--- src/rtl/bus_device_endpoint_pkg.sv ---
// Shared definitions for the bus device endpoint: packet field layout,
// broadcast default and statistics counter helpers.
package bus_device_endpoint_pkg;

  // Destination ID field, counted down from the packet MSB:
  // the field spans [BITS-ID_HI : BITS-ID_LO].
  localparam int unsigned ID_HI = 1;
  localparam int unsigned ID_LO = 8;
  localparam int unsigned ID_W  = ID_LO - ID_HI + 1;

  // Destination ID accepted by every endpoint unless overridden.
  localparam logic [ID_W-1:0] BCAST_DEFAULT = 8'hFF;

  // Statistics counters.
  localparam int unsigned CNT_W = 16;
  typedef logic [CNT_W-1:0] cnt_t;
  localparam cnt_t CNT_MAX = '1;

  // Increment when enabled, holding at the maximum instead of wrapping.
  function automatic cnt_t sat_inc(input cnt_t v, input logic en);
    if (en && (v != CNT_MAX)) begin
      return v + cnt_t'(1);
    end
    return v;
  endfunction

endpackage

--- src/rtl/bus_fifo.sv ---
// First-word fall-through FIFO. A write into a full FIFO is accepted when a
// read happens in the same cycle; reads of an empty FIFO are ignored.
module bus_fifo #(
  parameter int BITS        = 32,
  parameter int profundidad = 8
) (
  input  logic            clk,
  input  logic            reset,
  input  logic            wr,
  input  logic [BITS-1:0] wr_data,
  input  logic            rd,
  output logic [BITS-1:0] rd_data,
  output logic            empty,
  output logic            full
);

  localparam int AW = $clog2(profundidad);

  logic [BITS-1:0] mem [profundidad];
  logic [AW-1:0]   wr_ptr;
  logic [AW-1:0]   rd_ptr;
  // One extra bit so a full FIFO is distinguishable from an empty one.
  logic [AW:0]     count;
  logic            do_wr;
  logic            do_rd;

  // Effective read/write qualification and status flags.
  always_comb begin
    empty = (count == '0);
    full  = (count == (AW+1)'(profundidad));
    do_rd = rd && !empty;
    do_wr = wr && (!full || do_rd);
  end

  // Pointer and occupancy update; pointers wrap naturally at the depth.
  always_ff @(posedge clk or posedge reset) begin
    if (reset) begin
      wr_ptr <= '0;
      rd_ptr <= '0;
      count  <= '0;
    end else begin
      if (do_wr) wr_ptr <= wr_ptr + AW'(1);
      if (do_rd) rd_ptr <= rd_ptr + AW'(1);
      unique case ({do_wr, do_rd})
        2'b10:   count <= count + (AW+1)'(1);
        2'b01:   count <= count - (AW+1)'(1);
        default: count <= count;
      endcase
    end
  end

  // Storage array; contents need no reset since the output is gated by empty.
  always_ff @(posedge clk) begin
    if (do_wr) mem[wr_ptr] <= wr_data;
  end

  // Head of queue, forced to zero when empty so reset clears the output.
  always_comb begin
    rd_data = empty ? '0 : mem[rd_ptr];
  end

endmodule

--- src/rtl/bus_device_endpoint.sv ---
// Bus endpoint: a host-to-bus TX FIFO, a bus-to-host RX FIFO with destination
// filtering, and saturating traffic statistics.
module bus_device_endpoint
  import bus_device_endpoint_pkg::*;
#(
  parameter int              BITS        = 32,
  parameter int              profundidad = 8,
  parameter logic [ID_W-1:0] ID          = '0,
  parameter logic [ID_W-1:0] broadcast   = BCAST_DEFAULT
) (
  input  logic             clk,
  input  logic             reset,
  // Bus side
  output logic             pndng,
  output logic [BITS-1:0]  D_pop,
  input  logic             pop,
  input  logic             push,
  input  logic [BITS-1:0]  D_push,
  // Host side
  input  logic             host_wr,
  input  logic [BITS-1:0]  host_wr_data,
  output logic             host_full,
  input  logic             host_rd,
  output logic [BITS-1:0]  host_rd_data,
  output logic             host_rx_valid,
  // Statistics
  output logic [CNT_W-1:0] tx_count,
  output logic [CNT_W-1:0] rx_count,
  output logic [CNT_W-1:0] drop_count,
  output logic [CNT_W-1:0] misroute_count
);

  logic            tx_empty;
  logic            tx_full;
  logic            rx_empty;
  logic            rx_full;
  logic [ID_W-1:0] dest;
  logic            rx_match;
  logic            tx_pop_ev;
  logic            rx_rd_ev;
  logic            rx_store_ev;
  logic            rx_drop_ev;
  logic            misroute_ev;

  bus_fifo #(
    .BITS        (BITS),
    .profundidad (profundidad)
  ) u_tx_fifo (
    .clk     (clk),
    .reset   (reset),
    .wr      (host_wr),
    .wr_data (host_wr_data),
    .rd      (pop),
    .rd_data (D_pop),
    .empty   (tx_empty),
    .full    (tx_full)
  );

  // Only packets addressed to this endpoint (or broadcast) reach the RX FIFO.
  bus_fifo #(
    .BITS        (BITS),
    .profundidad (profundidad)
  ) u_rx_fifo (
    .clk     (clk),
    .reset   (reset),
    .wr      (push && rx_match),
    .wr_data (D_push),
    .rd      (host_rd),
    .rd_data (host_rd_data),
    .empty   (rx_empty),
    .full    (rx_full)
  );

  // Status flags and per-cycle events feeding the statistics counters.
  always_comb begin
    pndng         = !tx_empty;
    host_full     = tx_full;
    host_rx_valid = !rx_empty;
    dest          = D_push[BITS-ID_HI -: ID_W];
    rx_match      = (dest == ID) || (dest == broadcast);
    tx_pop_ev     = pop && !tx_empty;
    rx_rd_ev      = host_rd && !rx_empty;
    // Mirrors the FIFO's own acceptance rule so counts match what is stored.
    rx_store_ev   = push && rx_match && (!rx_full || rx_rd_ev);
    rx_drop_ev    = push && rx_match && rx_full && !rx_rd_ev;
    misroute_ev   = push && !rx_match;
  end

  // Saturating statistics counters.
  always_ff @(posedge clk or posedge reset) begin
    if (reset) begin
      tx_count       <= '0;
      rx_count       <= '0;
      drop_count     <= '0;
      misroute_count <= '0;
    end else begin
      tx_count       <= sat_inc(tx_count, tx_pop_ev);
      rx_count       <= sat_inc(rx_count, rx_store_ev);
      drop_count     <= sat_inc(drop_count, rx_drop_ev);
      misroute_count <= sat_inc(misroute_count, misroute_ev);
    end
  end

endmodule

--- config.mk ---
export PLATFORM = sky130hd
export DESIGN_NAME = bus_device_endpoint
export DESIGN_NICKNAME = d
export VERILOG_FILES = /design/src/rtl/bus_device_endpoint_pkg.sv /design/src/rtl/bus_fifo.sv /design/src/rtl/bus_device_endpoint.sv
export SDC_FILE = /design/constraint.sdc
export NUM_CORES = 1
export LEC_CHECK = 0
export CAP_MARGIN = 20
export CORE_MARGIN = 5
export CORE_UTILIZATION = 40
export DETAILED_ROUTE_END_ITERATION = 16
export GPL_TIMING_DRIVEN = 0
export MAX_ROUTING_LAYER = met4
export PLACE_DENSITY = 0.58
export SETUP_SLACK_MARGIN = 0.2
export SLEW_MARGIN = 15
export SYNTH_ARGS = -nofsm -noshare
export SYNTH_HDL_FRONTEND = slang
export SYNTH_SLANG_ARGS = --single-unit
--- constraint.sdc ---
create_clock -name clk -period 12.65 [get_ports clk]
set_input_delay 3.1625 -clock clk [delete_from_list [all_inputs] [get_ports clk]]
set_output_delay 3.1625 -clock clk [all_outputs]
set_load 0.02 [all_outputs]
## Word level (Yosys, flattened, before mapping)

Memories as Yosys holds them, arrays and structs flattened.
Index checks and enable logic that the tools add are counted.

- Mux-type cells: 16
- Add/subtract/negate cells: 12
- Eq/ne operators: 11
- Reductions and logical operators: 26

Operators with widths:

| cell | count |
|---|---|
| 16-bit by 1-bit adder with 16-bit output, second input constant | 4 |
| 16-bit 2-to-1 mux | 4 |
| 32-bit 2-to-1 mux | 2 |
| 16-bit inequality test, second input constant | 4 |
| 4-bit case mux with 2 select lines | 2 |
| 3-bit by 1-bit adder with 3-bit output, second input constant | 4 |
| 1-bit logical AND | 12 |
| 4-bit by 1-bit adder with 4-bit output, second input constant | 2 |
| 4-bit equality test, second input constant | 2 |
| 8-bit equality test, second input constant | 1 |
| 4-bit logical NOT | 2 |
| 8-bit logical NOT | 1 |
| 1-bit 2-to-1 mux | 8 |
| 4-bit by 1-bit subtractor with 4-bit output, second input constant | 2 |
| 1-bit logical NOT | 6 |
| 2-bit by 1-bit equality test with 1-bit output, second input constant | 2 |
| 2-bit equality test, second input constant | 2 |
| 2-bit nonzero test | 2 |
| 1-bit logical OR | 3 |

- Input port bits: 70
- Memory bits (writable): 512
- Register bits: 84
- Word-level logic and storage cells: 77
- Memories kept: 2
- Output and inout port bits: 131

Memory list:

| memory | words | bits a word | rd ports | clocked after Yosys merged registers in | wr ports | line | RTL |
|---|---|---|---|---|---|---|---|
| u_rx_fifo.mem | 8 | 32 | 1 | 0 | 1 | bus_fifo.sv:19 | `logic [BITS-1:0] mem [profundidad];` |
| u_tx_fifo.mem | 8 | 32 | 1 | 0 | 1 | bus_fifo.sv:19 |  |

## Longest topological paths before layout

- Word-level depth: 7
- Gate-level depth with buffers: 12
- Mapped depth without buffers: 12

## By module

A second synthesis with hierarchy kept.

- Cells, all modules: 1262
- Area total of the unflattened synthesis: 24004.3 um^2

Modules (own cells, without submodules):

| module | area an instance (um^2) | cells each | instances | sequential area each (um^2) |
|---|---|---|---|---|
| bus_fifo | 10381.2 | 477 | 2 | 7937.6 |
| bus_device_endpoint | 3241.9 | 308 | 1 | 1601.5 |

## Least setup slack after synthesis

OpenSTA, ideal clock, no wires.

- Kind: input -> register
- Start point: input port D_push[24]
- End point: memory u_rx_fifo.mem[1][0], enable pin
- Library setup time: 0.513 ns
- Slack: 4.719 ns
- Data required time: 12.137 ns
- Stages: 5
- Path buffers: 1
- Arrival time: 7.418 ns
- Cell sequence: nor4_1 -> nand2_1 -> a21o_1 -> clkbuf_1 -> nor4b_1

- Cells in the longest elaborated chain, start to end: 6
- Elaborated cells between the ends (all ways): 7
- Classes of those cells: eq/ne (1); mux (2); reduce/logical (4)

RTL lines:

| item | line | RTL |
|---|---|---|
| start: declaration | bus_device_endpoint.sv:18 | `input logic [BITS-1:0] D_push,` |
| 8-bit equality test or 8-bit logical NOT (tied branches) | bus_device_endpoint.sv:80 | `rx_match = (dest == ID) \|\| (dest == broadcast);` |
| 1-bit logical OR * | bus_device_endpoint.sv:80 |  |
| 1-bit logical AND * | bus_device_endpoint.sv:66 | `.wr (push && rx_match),` |
| 1-bit logical AND * | bus_fifo.sv:32 | `do_wr = wr && (!full \|\| do_rd);` |
| 1-bit 2-to-1 mux * | bus_fifo.sv:54 | `if (do_wr) mem[wr_ptr] <= wr_data;` |
| 1-bit 2-to-1 mux (not written as such) * | bus_fifo.sv:54 |  |
| end: declaration | bus_fifo.sv:19 |  |

Every way passes the cells marked *; elsewhere a longest branch is shown, timed or not.

## Final worst setup path

- Start point: register u_tx_fifo.rd_ptr[1]
- End point: output port D_pop[2]

- Cells in the longest elaborated chain, start to end: 2

RTL lines:

| item | line | RTL |
|---|---|---|
| start: declaration | bus_fifo.sv:21 | `logic [AW-1:0] rd_ptr;` |
| start signal: assignment | bus_fifo.sv:43 | `if (do_rd) rd_ptr <= rd_ptr + AW'(1);` |
| memory read 8 x 32 bit | n/a |  |
| 32-bit 2-to-1 mux | bus_fifo.sv:59 | `rd_data = empty ? '0 : mem[rd_ptr];` |
| end: declaration | bus_device_endpoint.sv:15 | `output logic [BITS-1:0] D_pop,` |

Every way passes these cells.

==> out/metrics.yaml <==
critical_path:
  cp_cell_sequence: "clkbuf_1 > buf_1 > mux4_2 > mux2i_1 > nor2_1 > clkdlybuf4s50_1"
  critPathLaunchType: "register"
  arrival_ps: 3590
  crit_slowest_cell: "clkdlybuf4s50_1"
  crit_start: "u_tx_fifo.rd_ptr[1]"
  endpoint: "D_pop[2]"
  cp_slowest_stage_delay_ps: 690
  cp.required_ps: 9490
  cp_max_fo: 10
  r2r_cells: 9
  reg2reg_from: "u_rx_fifo.count[3]"
  r2r-end: "u_rx_fifo.mem[0][15]"
  reg2reg_slack_ps: 9640
  cp-end-kind: "output pin"
  worstSetupPathType: "reg2out"
logic_synthesis:
  synth.top_cell.area_share_pct: 64.6
  async_flop_share_pct: 14.1
  netlist_top_cells_count: "512 x edfxtp_1, 128 x mux4_2, 84 x dfrtp_1"
  yosys.cell_count.top_type: "edfxtp_1"
  ys_seq_area_share_pct: 73.5
  synthCells: 1228
  synth_nets: 1312
  synth_seq_cells: 596
  yosys.area.top_type: "edfxtp_1"
  syn_avg_cell_area_um2: 19.4
  synthDistinctLibCells: 60
  synth_area_mm2: 0.0238
  synth_edf_count: 512
  yosys_warnings: 0
  synth_area_leaders: "edfxtp_1 65%, mux4_2 12%, dfrtp_1 8.8%, mux2i_1 2.8%, xnor2_1 1.4%"
  synth_flop_cell: "edfxtp_1"
power_and_ir_drop:
  power_density_mw_per_mm2: 216
  p_total_mw: 6.35
  leakage_nw: 10.2
  ir_worst_vdd_v: 0.000203
sta:
  fmax_mhz: 148
  period_needed_ps: 6750
  rsz0062_at_grt: "false"
  slew_viol_final: 0
  timing.setup.tns_ps: 0
  hold_viol: 0
  setup_ws_ps: 5900
  tightest_slew_ps: 1020
  setup_viol: 0
  fin_crit_sh_pct: 53.4
  fin_skew_ps: 17.7
  relSlewSlack_pct: 32.2
global_route:
  gr-total-overflow: 0
  antenna_found_initial: 5
  grt_use_total_pct: 16.7
  grt_first_pass_wirelength_um: 80300
  grt_pass1_vias: 12900
  grt_max_degree: 51
final_layout:
  multi_input_area_mm2: 0.00610
  fillerInstances: 4843
  syn_to_final_growth_pct: 23.8
  ff_latch_area_mm2: 0.0175
  finalNetCount: 1634
  postLayoutCoreUtil_pct: 50.0
  final_cells: 2375
  final_layout_size_suffix_gt1_share_pct: 21.3
floorplanning:
  core_region_area_mm2: 0.0589
  initial_utilization_pct: 40.4
  die_x_um: 254
  ios: 201
  row_count: 89
  die_y_um: 254
  die-area_mm2: 0.0644
detailed_routing:
  antenna_left: 0
  via_per_inst: 5.20
  drc: 0
  routed_wirelength_um: 52800
  drt_iter0_markers: 788
  routedWlPerCell_um: 22.2
  dr.pass1.iters: 5
  num_vias: 12400
cts:
  clkLatencyLatePin_ps: 630
  cts_tree: "built"
  cts_buffer_depth: 3
  h-tree-depth: 2
  cts_buffers: 61
  clk_pin_slew_ps: 60
  cts.sinks: 596
  postCtsSetupRepairBufs: 0
  cts.repair.resized: 0
  cts_root_buffer: "clkbuf_16"
  ctsHoldBuffers: 0
place:
  dp.cells: 2258
  io_buffer_count: 200
  gp_congestion: 0.758
  pre_cts_ws_ps: 5820
  detailed_place_hpwl_um: 35100
worst_hold_path:
  hold_path.class: "reg2reg"
outcome:
  status: "finished, final reports clean"
run:
  drv_cap: 0
## flip-flops by register name, summed over array words and instances, names as in the netlist, 4 cells and up
signal and count:
tx_count 16, misroute_count 16, drop_count 16, u_rx_fifo.mem 256
u_rx_fifo.count 4, u_tx_fifo.mem 256, rx_count 16, u_tx_fifo.count 4
## cells in the final DEF (no fill, tap or decap), types with 13 or more instances in the layout
cell type / n
and3_1: 17
buf_1: 14
buf_2: 26
buf_4: 26
clkbuf_1: 34
clkbuf_16: 61
clkdlybuf4s50_1: 200
clkinv_1: 13
dfrtp_1: 84
edfxtp_1: 512
inv_1: 18
mux2i_1: 67
mux4_2: 128
nand2_1: 30
nand3_1: 26
nand4_1: 20
nor2_1: 77
nor3_1: 15
xnor2_1: 39
xor2_1: 29
## cell families after synthesis
group / Yosys count / share of synthesized area [%]
adders and majority gates: 14 / 0.800
AOI/OAI and AO/OA: 26 / 1.02
xor gates and xnor gates: 68 / 2.50
and+or+nand+nor: 245 / 5.38
DFF: 596 / 73.5
muxes: 208 / 15.6
buffers and inverters: 71 / 1.24
## per-layer routing
layer	track usage (%)	vias up	routed length, µm
met5	-	-	0
met4	3.85	0	956
met3	3.21	67	2730
met2	27.1	297	26300
met1	22.2	6427	22800
li1	-	5566	-
## cell type report
class | count | share of cell area (%)
well taps | 773 | 3.28
inverters | 20 | 0.263
repair buffers | 259 | 9.01
plain buffers | 51 | 0.743
clock buffers | 73 | 5.34
diodes | 6 | 0.0510
clock inverters | 36 | 1.25
flip-flops and latches | 596 | 59.3
multi-input cells | 561 | 20.7
## through the flow
step	hold slack (ps)	cell area [µm²]
detailed placement	484	27500
floorplan	480	23800
finish	490	29500
global placement	480	26800
CTS	491	29400
global route	526	29500
## critical path: cells and delay by family (launching register included)
kind | cells | cell delay (ps)
buffers and inverters | 3 | 1840
DFF | 1 | 420
muxes | 2 | 400
and+or+nand+nor | 1 | 310
## report_power, final
group / internal, mW / total (mW) / leakage [nW] / switching [mW]
Combinational: 1.03 / 2.18 / 3.55 / 1.16
Clock: 1.01 / 1.76 / 0.932 / 0.749
Sequential: 2.32 / 2.41 / 5.71 / 0.0906
## worst min-delay path by stage
stage	slack [ps]	to	depth (start not counted)	startpoint
2_1_floorplan	480	u_tx_fifo.wr_ptr[0]	1	u_tx_fifo.wr_ptr[0]
3_3_place_gp	480	tx_count[11]	1	tx_count[11]
3_5_place_dp	480	tx_count[11]	1	tx_count[11]
4_1_cts	490	tx_count[11]	1	tx_count[11]
5_1_grt	530	rx_count[11]	1	rx_count[11]
6_report	490	tx_count[11]	1	tx_count[11]
Power figures use the tool's default switching activity.
